==> config.mk <==
export PLATFORM = sky130hd
export DESIGN_NAME = tstate_decoder
export DESIGN_NICKNAME = d
export VERILOG_FILES = /design/src/rtl/tstate_decoder.sv
export SDC_FILE = /design/constraint.sdc
export NUM_CORES = 1
export LEC_CHECK = 0
export CAP_MARGIN = 30
export CORE_MARGIN = 2
export CORE_UTILIZATION = 26
export CTS_BUF_LIST = sky130_fd_sc_hd__clkbuf_8
export DETAILED_ROUTE_END_ITERATION = 10
export DONT_BUFFER_PORTS = 1
export GPL_ROUTABILITY_DRIVEN = 0
export PLACE_DENSITY = 0.38
export SYNTH_ARGS = -nofsm -noshare
export SYNTH_HDL_FRONTEND = slang
export SYNTH_SLANG_ARGS = --single-unit
==> constraint.sdc <==
create_clock -name clk -period 3.3 [get_ports clk]
set_clock_uncertainty 0.2 [all_clocks]
set_input_delay 0.33 -clock clk [delete_from_list [all_inputs] [get_ports clk]]
set_output_delay 0.33 -clock clk [all_outputs]
set_load 0.05 [all_outputs]
==> src/rtl/tstate_decoder.sv <==
// tstate_decoder: variable-length one-hot T-state ring, opcode IR and one-hot
// instruction decode with halt latch.
module tstate_decoder #(
    parameter int OPW = 8
) (
    input  logic           clk,
    input  logic           rst,
    input  logic           run,
    input  logic [OPW-1:0] mdr_data,
    input  logic           ir_inen,
    output logic [11:0]    t,
    output logic [32:0]    dec,
    output logic [OPW-1:0] ir,
    output logic           halted
);
    logic [11:0]    t_q, t_d;
    logic [OPW-1:0] ir_q, ir_d;
    logic           halted_q, halted_d;
    logic [31:0]    op;
    logic [3:0]     last_st;
    logic           one_hot, adv, hlt_now, wrap;

    assign op  = 32'(ir_q);
    assign dec = (op <= 32) ? 33'd1 << ir_q : 33'd1;

    always_comb begin
        last_st  = op == 3 ? 4'd4 : (op >= 12 && op <= 15) ? 4'd5 : op == 7 ? 4'd10 : op == 6 ? 4'd11 : 4'd3;
        one_hot  = t_q != 12'd0 && (t_q & (t_q - 12'd1)) == 12'd0;
        adv      = run && !halted_q;
        hlt_now  = adv && t_q == 12'h008 && dec[32];
        // wrap once at or past the last state, so an IR change mid-instruction cannot run off the ring
        wrap     = |(t_q >> last_st);
        t_d      = !one_hot ? 12'h001 : (!adv || hlt_now) ? t_q : wrap ? 12'h001 : t_q << 1;
        ir_d     = (adv && ir_inen) ? mdr_data : ir_q;
        halted_d = halted_q || hlt_now;
    end

    always_ff @(posedge clk or posedge rst) begin
        if (rst) begin
            t_q      <= 12'h001;
            ir_q     <= '0;
            halted_q <= 1'b0;
        end else begin
            t_q      <= t_d;
            ir_q     <= ir_d;
            halted_q <= halted_d;
        end
    end

    assign t      = t_q;
    assign ir     = ir_q;
    assign halted = halted_q;
endmodule

==> results of run 1 <==
-- synthesized netlist by cell type, types with 5 or more instances --
library cell and number:
nor2_1 35, dfrtp_1 20, nand2_1 17, a21oi_1 14, o2111ai_1 10, mux2_2 8
nor3_1 7, clkbuf_1 6, buf_2 5, nand3_1 5
-- where the power goes --
part / internal, mW / leakage [nW] / switching (mW)
registers: 0.296 / 0.271 / 0.105
logic: 0.124 / 0.503 / 0.287
clock network: 0.0831 / 0.0269 / 0.0853
total: 0.502 / 0.800 / 0.478
-- sequential cells by signal, summed over array words and instances (netlist names) --
name    cells
t          12
halted      1
ir          8
-- kinds of logic after synthesis --
group                  Yosys count  share of synthesized area, %
flip-flops                      21                          35.0
AO/OA/AOI/OAI                   41                          20.7
buffers and inverters           14                          4.90
AND/OR/NAND/NOR                 93                          32.8
multiplexers                     9                          6.65
-- routing by layer --
metal / wire (µm) / GRT usage, % / up-vias
met2: 2230 / 23.3 / 53
li1: - / - / 743
met4: 67 / 4.92 / 0
met3: 287 / 2.47 / 6
met1: 2190 / 21.1 / 763
met5: 0 / 0 / -
-- cell type report --
cell class              count  area [µm²]  share of cell area [%]
multi-input cells         143         910                    47.1
flip-flops and latches     21         527                    27.3
repair buffers             47         355                    18.4
well taps                  72        90.1                    4.67
clock buffers               3        41.3                    2.14
clock inverters             1        3.75                   0.194
inverters                   1        3.75                   0.194
-- critical path: stages (launching register included) --
cell	delay, ns
dfrtp_1	0.80
nor4b_1	0.64
nand3_1	0.25
nor2_1	0.17
buf_4	0.21
-- final timing paths --
kind                             startpoint  endpoint  slack, ns  cells after the start
worst max-delay path                  ir[4]   dec[30]       0.44                      4
worst max register to register        ir[4]      t[7]       0.54                      5
worst min-delay path            mdr_data[7]     ir[7]       0.01                      1
max in group asynchronous               rst      t[3]       1.89                      2
worst min register to register         t[5]      t[5]       0.41                      2
min in group asynchronous               rst     ir[0]       0.49                      2
-- per-stage QoR --
stage                     total power [mW]  setup slack, ns  area (µm²)  util, %
final                                0.980            0.437        1930     34.8
after global routing                  1.04            0.209        1930     34.8
after CTS                            0.989            0.407        1930     34.8
after detailed placement             0.815            0.584        1880     33.9
after global placement               0.816            0.560        1880     33.9
after floorplan                      0.718            0.205        1510        -
==> results.md, run 1 <==
- IR drop worst, VDD: 0.000210 V
- Post-CTS Hold Buffers: 1
- Placed cells: 283
- FFs w/ async S/R, synth: 100%
- Max Clk Rate: 349 MHz
- Share of the synthesized area in the top cell type: about 33%
- Avg Cell Area, Syn: 8.46 µm²
- All-layer global routing usage: 15.0%
- Leakage power: 0.800 nW
- CP Launch Type: flip-flop
- Synth Warn #: 0
- Crit Path Max Fanout: 7
- # nets final: around 230
- Initial antenna violation count: 0
- Core Box Area: about 5500 µm²
- Via count: 1565
- Mapped Cells: around 180
- MaxCap Viol Count: 0
- Synth unique cells: 48
- Layout cells sized above 1: 29.6%
- Fin. Hold Viols: 0
- CTS Sinks: 21
- Final wirelength: between 4 and 5 mm
- Mapped cell area: approximately 1500 µm²
- CTS root buf: clkbuf_8
- Post-synth EDFFs: 0
- Clk_lat worst skew: 0.26 ns
- Max Buffers Root-to-Sink: 2
- Htree depth: 1
- Filler cell count: 608
- WP data required: 2.77 ns
- Seq/Total Area, Yosys: 35.0%
- Initial Utilization: 27.2%
- TritonRoute pass-1 iters: 4
- Syn-to-layout area delta: 28.3%
- Syn Nets: 190
- Most used DFF post-synth: dfrtp_1
- Post-DP HPWL: roughly 3.6 mm
- Critical Path End Type: output pin
- Die ar.: approximately 6400 µm²
- Hold_ws: 0.0133 ns
- I/O Buffers: 0
- Final TNS setup: 0 ns
- Vias in the first global route: 1462
- Num CTS Buffers: 3
- Gr ovfl total: 0
- Area contributors post-synth: dfrtp_1 33%, nor2_1 8.7%, mux2_2 6.0%
- CP arrival: 2.33 ns
- Top-level port count: 66
- CTS resizes: 0
- Max_slew headroom: roughly two fifths
- Worst min-delay path class: input port to flip-flop
- Die Span Y: 80.1 µm
- Clock slew seen by the registers of the worst setup and hold paths: approximately 0.070 ns
- Final period util: 86.8%
- # DRC: 0
- Leading cell type in the layout, fill and taps excluded: buf_4
- Final setup fails: 0
- Routed Antenna Nets: 0
- Starting DRT DRC Count: ~110
- Outcome: finished, final reports clean
- Commonest non-fill, non-tap cells in the layout: 46 x buf_4, 35 x nor2_1, 20 x dfrtp_1
- RSZ-0062 raised after global routing: no
- FF+latch count, synth: 21
- Via density per instance: 5.43
- Die Wd: 80.1 µm
- Largest net degree at the start of global routing: 22
- Global-route wire length before repair: 7.67 mm
- Biggest area consumer among synthesized cells: dfrtp_1
- Final cell count without fillers: 288
- Fin. max-slew vios: 0
- Ant. Diodes: 0
- Setup CP Type: flip-flop to output pin
- Worst-Margin Slew: approximately 0.92 ns
- WL/cell: between 15 and 20 µm
- Final worst path period need: 2.86 ns
- CTS tree: yes
- PwrDens: between 500 and 600 nW/µm²
- Rows: 27
- Post-CTS Setup Inserts: 0
No activity file was read; power rests on OpenSTA's default activity.
==> run 2: changes to the inputs <==
clock period = 3.05 ns   (was 3.3 ns; I/O delays follow)
==> results.md, run 2 (synthesis results as in run 1) <==
- Worst Setup SP: ir[7] (was ir[4])
- Vias in the first global route: 1532 (was 1462)
- TritonRoute pass-1 iters: 4 (unchanged)
- Clock slew seen by the registers of the worst setup and hold paths: 0.08 ns (was 0.07 ns)
- Worst-Margin Slew: 0.891 ns (was 0.918 ns)
- CP arrival: 2.23 ns (was 2.33 ns)
- Num CTS Buffers: 3 (unchanged)
- Core Box Area: 5540 µm² (unchanged)
- Design area: 2070 µm² (was 1930 µm²)
- PwrDens: 530 nW/µm² (was 508 nW/µm²)
- Final wirelength: 4.99 mm (was 4.78 mm)
- Final TNS setup: 0 ns (unchanged)
- Final worst path period need: 2.73 ns
- Fin. Hold Viols: 0 (unchanged)
- RSZ-0062 raised after global routing: no (unchanged)
- # DRC: 0 (unchanged)
- Buf+Inv Stages, Crit Path: 1 (unchanged)
- WP data required: 2.54 ns (was 2.77 ns)
- Htree depth: 1 (unchanged)
- Worst min-delay path class: input port to flip-flop (unchanged)
- Max Clk Rate: 366 MHz
- Max_slew headroom: 40.3% (was 38.5%)
- CP Launch Type: flip-flop (unchanged)
- Final setup fails: 0 (unchanged)
- Ant. Diodes: 0 (unchanged)
- MaxCap Viol Count: 0 (unchanged)
- Layout cells sized above 1: 31.2% (was 29.6%)
- Largest net degree at the start of global routing: 22 (unchanged)
- I/O Buffers: 0 (unchanged)
- Critical Path End Type: output pin (unchanged)
- Post-DP HPWL: 3.75 mm (was 3.61 mm)
- Leakage power: 0.864 nW (was 0.800 nW)
- Crit-path leading delay family: simple AND/OR/NAND/NOR gates (unchanged)
- Largest register FFs: 12 (unchanged)
- WL/cell: 16.5 µm (was 16.6 µm)
- Clk_lat worst skew: 0.27 ns (was 0.26 ns)
- Max Buffers Root-to-Sink: 2 (unchanged)
- FF+latch area: 527 µm² (unchanged)
- Crit Path Max Fanout: 10 (was 7)
- Die Wd: 80.1 µm (unchanged)
- Worst r2r src: t[0] (was ir[4])
- Via count: 1603 (was 1565)
- Top-level port count: 66 (unchanged)
- Initial antenna violation count: 0 (unchanged)
- Worst Reg2Reg Path Length in Cells: 5 (unchanged)
- Setup CP Type: flip-flop to output pin (unchanged)
- Gr ovfl total: 0 (unchanged)
- Filler cell count: 596 (was 608)
- # nets final: 244 (was 229)
- CP Cell Sequence: or3b_1, or4b_1, nor3_2, buf_4 (was nor4b_1, nand3_1, nor2_1, buf_4)
- Die Span Y: 80.1 µm (unchanged)
- Routed Antenna Nets: 0 (unchanged)
- Rows: 27 (unchanged)
- Slowest cell on the critical path: or4b_1 (was dfrtp_1)
- RR Endpoint: t[0] (was t[7])
- CTS root buf: clkbuf_8 (unchanged)
- Pwr Total: 1.09 mW (was 0.980 mW)
- Initial Utilization: 27.2% (unchanged)
- Multi-input logic area: 910 µm² (unchanged)
- Crit-path max cell delay: 0.62 ns (was 0.80 ns)
- Die ar.: 6410 µm² (unchanged)
- Outcome: finished, final reports clean (unchanged)
- Starting DRT DRC Count: 101 (was 108)
- Final period util: 89.7%
- Syn-to-layout area delta: 37.3% (was 28.3%)
- Stages on worst setup path: 4 (unchanged)
- CTS tree: yes (unchanged)
- All-layer global routing usage: 15.8% (was 15.0%)
- Commonest non-fill, non-tap cells in the layout: 52 x buf_4, 35 x nor2_1, 20 x dfrtp_1 (was 46 x buf_4, 35 x nor2_1, 20 x dfrtp_1)
- CTS Sinks: 21 (unchanged)
- Area after DPL: 1920 µm² (was 1880 µm²)
- IR drop worst, VDD: 0.000183 V (was 0.000210 V)
- Worst Setup EP: dec[1] (was dec[30])
- Via density per instance: 5.29 (was 5.43)
- Post-CTS Setup Inserts: 0 (unchanged)
- Leading cell type in the layout, fill and taps excluded: buf_4 (unchanged)
- R2r setup slk: 0.58 ns (was 0.54 ns)
- Fin. max-slew vios: 0 (unchanged)
- Global-route wire length before repair: 8.00 mm (was 7.67 mm)
## run 2: cell count changes in the layout (fill, tap and decap cells not counted)
cell,previous run,this run
buf_4,46,52
clkbuf_4,0,1
clkinvlp_4,0,1
dlygate4sd3_1,1,9
inv_1,2,1
## run 2: layout make-up
cell class / instances / area share (%)
Tap cell: 72 / 4.36
Inverter: 1 / 0.182
Clock inverter: 1 / 0.363
Timing Repair Buffer: 62 / 23.6
Clock buffer: 3 / 2.00
Multi-Input combinational cell: 143 / 44.0
Sequential cell: 21 / 25.5
## run 2: metrics by stage
step / setup WS [ns] / hold slack, ns / std cells / util, %
2_1_floorplan: -0.0195 / 0.0808 / 178 / -
3_3_place_gp: 0.553 / 0.205 / 289 / 34.7
3_5_place_dp: 0.449 / 0.214 / 289 / 34.7
4_1_cts: 0.294 / 0.0197 / 302 / 37.2
5_1_grt: 0.184 / 0.0192 / 303 / 37.3
6_report: 0.315 / 0.0311 / 303 / 37.3
## run 2: per-layer routing
layer / track usage (%) / vias up / part of all wire [%]
met2: 23.6 / 44 / 45
met5: 0 / - / 0
li1: - / 774 / -
met1: 23.2 / 781 / 49
met4: 4.24 / 0 / 0.96
met3: 3.03 / 4 / 5.2
## run 2: what timing repair did
item | in CTS | in global routing
hold endpoints to repair | 28 | 0
hold buffers | 9 | 0
gates resized for setup | 0 | 0
## run 2: power by group
part | internal [mW] | leakage (nW) | switching (mW) | total [mW]
clock network | 0.0925 | 0.0217 | 0.104 | 0.197
registers | 0.321 | 0.271 | 0.0769 | 0.398
logic | 0.149 | 0.572 | 0.352 | 0.500
## run 2: worst reg2reg max path, cell delays in order, from the launching register on
cell,delay [ns]
dfstp_2,0.49
or4_1,0.63
o41ai_1,0.34
o41ai_1,0.12
o211ai_1,0.41
o21bai_1,0.22
## run 2: worst min path at each step
stage / cells past startpoint / slack (ns) / from / to
5_1_grt: 1 / 0.02 / run / halted
4_1_cts: 1 / 0.02 / run / halted
2_1_floorplan: 1 / 0.08 / rst / halted
6_report: 1 / 0.03 / run / halted
3_5_place_dp: 1 / 0.21 / rst / ir[5]
3_3_place_gp: 1 / 0.21 / rst / ir[5]
